===== src/rtl/rvfi_retire_serializer.sv =====
// rvfi_retire_serializer
// Takes up to NRET RVFI retirement packets per cycle from a multi-retire core,
// packs the valid channels lowest-index first into a show-ahead FIFO and
// presents them one per cycle on a single-channel valid/ready stream.
// Also tracks whether rvfi_order values arrive consecutively.
//
// Ports:
//   clock, reset                 clock; synchronous active-high reset
//   in_valid[NRET]               per-channel retire valid
//   in_order/in_insn/in_rs*_...  per-channel packet fields, channel c at slice c
//   out_valid / out_ready        head packet handshake
//   out_*                        head packet fields (show-ahead)
//   count                        FIFO occupancy
//   overflow                     sticky: a whole input group was dropped
//   order_err                    sticky: a packet carried an unexpected order
module rvfi_retire_serializer #(
  parameter int NRET  = 2,
  parameter int XLEN  = 32,
  parameter int DEPTH = 8
) (
  input  logic                     clock,
  input  logic                     reset,
  input  logic [NRET-1:0]          in_valid,
  input  logic [64*NRET-1:0]       in_order,
  input  logic [32*NRET-1:0]       in_insn,
  input  logic [5*NRET-1:0]        in_rs1_addr,
  input  logic [5*NRET-1:0]        in_rs2_addr,
  input  logic [XLEN*NRET-1:0]     in_rs1_rdata,
  input  logic [XLEN*NRET-1:0]     in_rs2_rdata,
  input  logic [5*NRET-1:0]        in_rd_addr,
  input  logic [XLEN*NRET-1:0]     in_rd_wdata,
  output logic                     out_valid,
  input  logic                     out_ready,
  output logic [63:0]              out_order,
  output logic [31:0]              out_insn,
  output logic [4:0]               out_rs1_addr,
  output logic [4:0]               out_rs2_addr,
  output logic [XLEN-1:0]          out_rs1_rdata,
  output logic [XLEN-1:0]          out_rs2_rdata,
  output logic [4:0]               out_rd_addr,
  output logic [XLEN-1:0]          out_rd_wdata,
  output logic [$clog2(DEPTH):0]   count,
  output logic                     overflow,
  output logic                     order_err
);

  localparam int AW = $clog2(DEPTH);
  localparam int CW = AW + 1;
  localparam int PW = 64 + 32 + 5 + 5 + XLEN + XLEN + 5 + XLEN;
  localparam logic [CW-1:0] DEPTH_C = CW'(DEPTH);
  localparam logic [CW-1:0] ONE_C   = {{(CW-1){1'b0}}, 1'b1};

  logic [PW-1:0] mem_r [DEPTH];
  logic [AW-1:0] rd_ptr_r, wr_ptr_r;
  logic [CW-1:0] count_r;
  logic          overflow_r, order_err_r;
  logic [63:0]   exp_order_r;

  logic [PW-1:0] pkt_s    [NRET];
  logic [AW-1:0] ch_off_s [NRET];
  logic [CW-1:0] n_in_s, free_s;
  logic          accept_s, pop_s, mismatch_s;
  logic [63:0]   last_order_s;

  // Pack each channel, compute its compacted slot offset and check its order
  // against exp_order + k, where k is its rank among the valid channels.
  always_comb begin
    logic [CW-1:0] n_run;
    logic [63:0]   exp_run;
    n_run        = '0;
    exp_run      = exp_order_r;
    mismatch_s   = 1'b0;
    last_order_s = exp_order_r;
    for (int c = 0; c < NRET; c++) begin
      pkt_s[c] = {in_order[c*64 +: 64], in_insn[c*32 +: 32],
                  in_rs1_addr[c*5 +: 5], in_rs2_addr[c*5 +: 5],
                  in_rs1_rdata[c*XLEN +: XLEN], in_rs2_rdata[c*XLEN +: XLEN],
                  in_rd_addr[c*5 +: 5], in_rd_wdata[c*XLEN +: XLEN]};
      ch_off_s[c] = n_run[AW-1:0];
      if (in_valid[c]) begin
        if (in_order[c*64 +: 64] != exp_run) begin
          mismatch_s = 1'b1;
        end else begin
          mismatch_s = mismatch_s;
        end
        last_order_s = in_order[c*64 +: 64];
        exp_run      = exp_run + 64'd1;
        n_run        = n_run + ONE_C;
      end else begin
        n_run = n_run;
      end
    end
    n_in_s = n_run;
  end

  // Admission uses pre-pop occupancy: a same-cycle pop never makes room.
  always_comb begin
    free_s   = DEPTH_C - count_r;
    accept_s = (n_in_s <= free_s);
    pop_s    = (count_r != '0) && out_ready;
  end

  // Pointers, occupancy, sticky flags and the running order expectation.
  always_ff @(posedge clock) begin
    if (reset) begin
      rd_ptr_r    <= '0;
      wr_ptr_r    <= '0;
      count_r     <= '0;
      overflow_r  <= 1'b0;
      order_err_r <= 1'b0;
      exp_order_r <= 64'd0;
    end else begin
      rd_ptr_r <= pop_s ? rd_ptr_r + {{(AW-1){1'b0}}, 1'b1} : rd_ptr_r;
      wr_ptr_r <= accept_s ? wr_ptr_r + n_in_s[AW-1:0] : wr_ptr_r;
      count_r  <= count_r + (accept_s ? n_in_s : '0) - (pop_s ? ONE_C : '0);
      overflow_r  <= overflow_r | ~accept_s;
      order_err_r <= order_err_r | mismatch_s;
      // Resync on every non-empty group, dropped or not, so one drop does not
      // cascade into a stream of order errors.
      exp_order_r <= (n_in_s != '0) ? last_order_s + 64'd1 : exp_order_r;
    end
  end

  // Packet storage; cleared on reset so the idle head is never X.
  always_ff @(posedge clock) begin
    if (reset) begin
      for (int i = 0; i < DEPTH; i++) begin
        mem_r[i] <= '0;
      end
    end else if (accept_s) begin
      for (int c = 0; c < NRET; c++) begin
        if (in_valid[c]) begin
          mem_r[wr_ptr_r + ch_off_s[c]] <= pkt_s[c];
        end
      end
    end
  end

  assign out_valid = (count_r != '0);
  assign count     = count_r;
  assign overflow  = overflow_r;
  assign order_err = order_err_r;
  assign {out_order, out_insn, out_rs1_addr, out_rs2_addr,
          out_rs1_rdata, out_rs2_rdata, out_rd_addr, out_rd_wdata} = mem_r[rd_ptr_r];

endmodule


===== config.mk =====
export PLATFORM = sky130hd
export DESIGN_NAME = rvfi_retire_serializer
export DESIGN_NICKNAME = d
export VERILOG_FILES = /design/src/rtl/rvfi_retire_serializer.sv
export SDC_FILE = /design/constraint.sdc
export NUM_CORES = 2
export LEC_CHECK = 0
export ABC_CLOCK_PERIOD_IN_PS = 9900
export CORE_AREA = 2 2 474 476
export DETAILED_ROUTE_END_ITERATION = 12
export DIE_AREA = 0 0 476 478
export HOLD_SLACK_MARGIN = 0.1
export SYNTH_ARGS = -nofsm -noshare
export SYNTH_HDL_FRONTEND = slang
export SYNTH_SLANG_ARGS = --single-unit

===== constraint.sdc =====
create_clock -name clock -period 9.9 [get_ports clock]
set_clock_uncertainty 0.1 [all_clocks]
set_input_delay 1.98 -clock clock [delete_from_list [all_inputs] [get_ports clock]]
set_output_delay 1.98 -clock clock [all_outputs]
set_load 0.01 [all_outputs]

==> impl_metrics.toml <==
[clock_tree]
clock_path_buffers = 3
path_clk_slew_ns = 0.06
cts_resized = 0
clock-sinks = 1735
htreeDepth = 4
postCtsHoldBufs = 0
clock_latency_ns = 0.86
post_cts_buffers = 0
cts_buffers = 192
cts_tree = "done"
cts-root-buf = "clkbuf_16"

[routing]
routed_wl_um = 309300
route.antenna.remaining_nets = 0
drc_errors = 0
drt_iter0_markers = 7236
vias = 59880
dr.pass1.iters = 5
vias_per_cell = 6.535
wire_per_inst_um = 33.75

[synthesis]
synth_edf_count = 1656
synth_nets = 6469
synthCells = 6031
ys.warnings.count = 0
ys_seq_area_share_pct = 58.00
ys.flop_type = "edfxtp_1"
syn_area_mm2 = 0.08846
async_flop_share_pct = 0
yosys_register_bits = 1735
syn_avg_cell_area_um2 = 14.67
yosysUniqueCellTypes = 73

[sta]
max_slew_margin_pct = 18.05
hold_viol = 0
worst_slew_pin_slew_ns = 1.218
period_minus_slack_ns = 6.445
fmaxAchievable_ghz = 0.1551
fin_crit_sh_pct = 65.11
setup_violations = 0
setup-tns-final_ns = 0
rsz0062_at_grt = "no"
drv_slew = 0

[global_route]
grt_usage_pct = 26.44
grt_overflow_total = 0
grt_pass1_vias = 59530
grt_pass1_wl_um = 437500
grt_start_max_net_pins = 130
antenna_found_initial = 110

[power]
power-per-cell-area_mw_per_mm2 = 234.1
switchingPower_mw = 7.275
p_comb_share_pct = 30.0
p_sw_share_pct = 30.41
irDropWorstVdd_uv = 190.4
clkPwrFrac_pct = 29.1
intPower_mw = 16.65
power_frac_seq_pct = 40.9
p_leak_nw = 34.82

[final_layout]
fin_area_mm2 = 0.1022
areaGrowthSynthToFinish_pct = 15.51
fillers = 19440
layout.nets = 6401
layout-drive-gt1-share_pct = 16.81
final_cell_mix = "1656 x a22o_1, 1656 x edfxtp_1, 629 x clkdlybuf4s50_1"

[worst_setup_path]
path_delay_family = "buffers and inverters"
cpPeakStageDelay_ns = 0.95
worstPathRequired_ns = 7.82
crit_type = "reg -> out"
endpoint_kind = "primary output"
crit_slowest_cell = "dfxtp_4"
path_cells = "buf_12 > buf_4 > mux4_2 > mux2_2 > clkdlybuf4s50_1"
crit_path_max_fanout = 100
cp.buffers_inverters = 3
crit_path_start_kind = "flop"
worst_ep_arrival_time_ns = 4.37

[die]
ioPinCount = 633
num_rows = 174
die_w_um = 476
die_area_mm2 = 0.2275
start_util_pct = 39.64
core_mm2 = 0.2232
die_y_um = 478

[place]
dpl.hpwl_um = 164900
place_area_mm2 = 0.09603
gp_routability_congestion = 0.8884
io_buffers = 632

[worst_hold_path]
worstHoldPathType = "reg -> reg"

[outcome]
status = "finished, final reports clean"

[run]
maxCapViolCount = 0
[layer usage]
layer / vias up / part of all wire, % / global-route usage, %
met5: - / 0.20 / 0
met4: 100 / 4.0 / 10.59
met3: 626 / 10 / 6.443
met2: 3452 / 47 / 41.74
met1: 31250 / 39 / 34.97
li1: 24450 / - / -
[path summary, 6_finish.rpt]
path                                  from                        to  slack, ns  cells past startpoint
setup / recovery                      flop           out_rd_wdata[4]       3.45                      5
hold / removal    wr_ptr_r[0]$_SDFFE_PP0N_  wr_ptr_r[0]$_SDFFE_PP0N_       0.43                      2
setup reg to reg       count[0]$_SDFF_PP0_    mem_r[4][91]$_DFFE_PP_       4.61                     13
hold reg to reg   wr_ptr_r[0]$_SDFFE_PP0N_  wr_ptr_r[0]$_SDFFE_PP0N_       0.43                      2
[area by class of cell]
class / count / area [um2] / share of cell area [%]
multi-input cells: 3264 / 33260 / 32.55
well taps: 2992 / 3744 / 3.664
repair buffers: 726 / 7535 / 7.374
clock buffers: 255 / 5092 / 4.984
flip-flops and latches: 1735 / 51320 / 50.23
diodes: 50 / 125.1 / 0.1225
inverters: 44 / 167.7 / 0.1641
clock inverters: 96 / 930.9 / 0.9111
[metrics by stage]
step	setup WS (ns)	power (mW)	hold slack [ns]	util, %	instances
after global routing	3.350	24.71	0.4488	45.77	9148
final	3.455	23.92	0.4285	45.79	9162
after CTS	3.387	24.03	0.4246	45.73	9112
after floorplan	0.09425	14.15	0.3727	-	6031
after global placement	2.691	17.04	0.4048	43.03	8761
after detailed placement	2.758	17.12	0.4164	43.03	8761
[state kept, by name (all words and copies together) (netlist names), named ones only]
name	cells
mem_r	1656
exp_order_r	64
count	4
rd_ptr_r	3
wr_ptr_r	3
order_err	1
overflow	1
[kinds of logic after synthesis]
| group | count (synthesis) | synth area share, % |
|---|---|---|
| buf+inv | 1032 | 4.548 |
| mux | 733 | 14.50 |
| fa+ha+maj | 19 | 0.2857 |
| flops | 1735 | 58.00 |
| simple gates | 470 | 2.897 |
| xor+xnor | 228 | 2.257 |
| compound gates | 1814 | 17.51 |
[synth_stat cells (4+ instances only)]
library cell  instances  area [um2]
mux2_2              215        2421
nor3b_1               5       37.54
a21o_1               14       105.1
nand2b_1              8       50.05
nor2_1               92       345.3
ha_1                 17       212.7
and3_1                7       43.79
a21oi_1              54       270.3
and2_1                9       56.30
o21ai_0              24       120.1
buf_4                 9       67.56
dfxtp_1              79        1582
xor2_1               55       481.7
edfxtp_1           1656       49730
mux4_2              414        9324
xnor2_1             173        1515
and4_1                4       35.03
nand4_1              59       369.1
nand4b_1              6       52.55
nor3_1               48       240.2
mux2i_1              72       720.7
nand2_1              97       364.1
buf_2                33       165.2
a22o_1             1656       14500
mux2_1               32       360.4
a211oi_1             28       210.2
o21ai_1              11       55.05
o21a_1                5       37.54
or4_1                10       75.07
inv_1                41       153.9
nor4_1               38       237.7
clkbuf_1            530        1989
nor4_2                6       75.07
nand3_1              32       160.2
buf_1               406        1524
nor2b_1               5       31.28
or3_1                21       131.4
buf_6                 9       101.4
[worst reg2reg max path: cells and delay by family, from the launching register on]
family,cells,cell delay [ns]
AND/OR/NAND/NOR,3,1.08
adder cells (fa/ha/maj),2,0.64
flip-flops,1,0.62
AO/OA/AOI/OAI,3,0.64
buffers and inverters,5,1.96
[power groups by stage]
stage / registers [mW] / clock network, mW / logic [mW]
5_1_grt: 9.88 / 7.31 / 7.52
4_1_cts: 9.79 / 7.03 / 7.21
3_3_place_gp: 9.88 / 0 / 7.16
2_1_floorplan: 9.86 / 0 / 4.29
6_report: 9.78 / 6.95 / 7.19
3_5_place_dp: 9.94 / 0 / 7.18
Power figures use the tool's default switching activity.
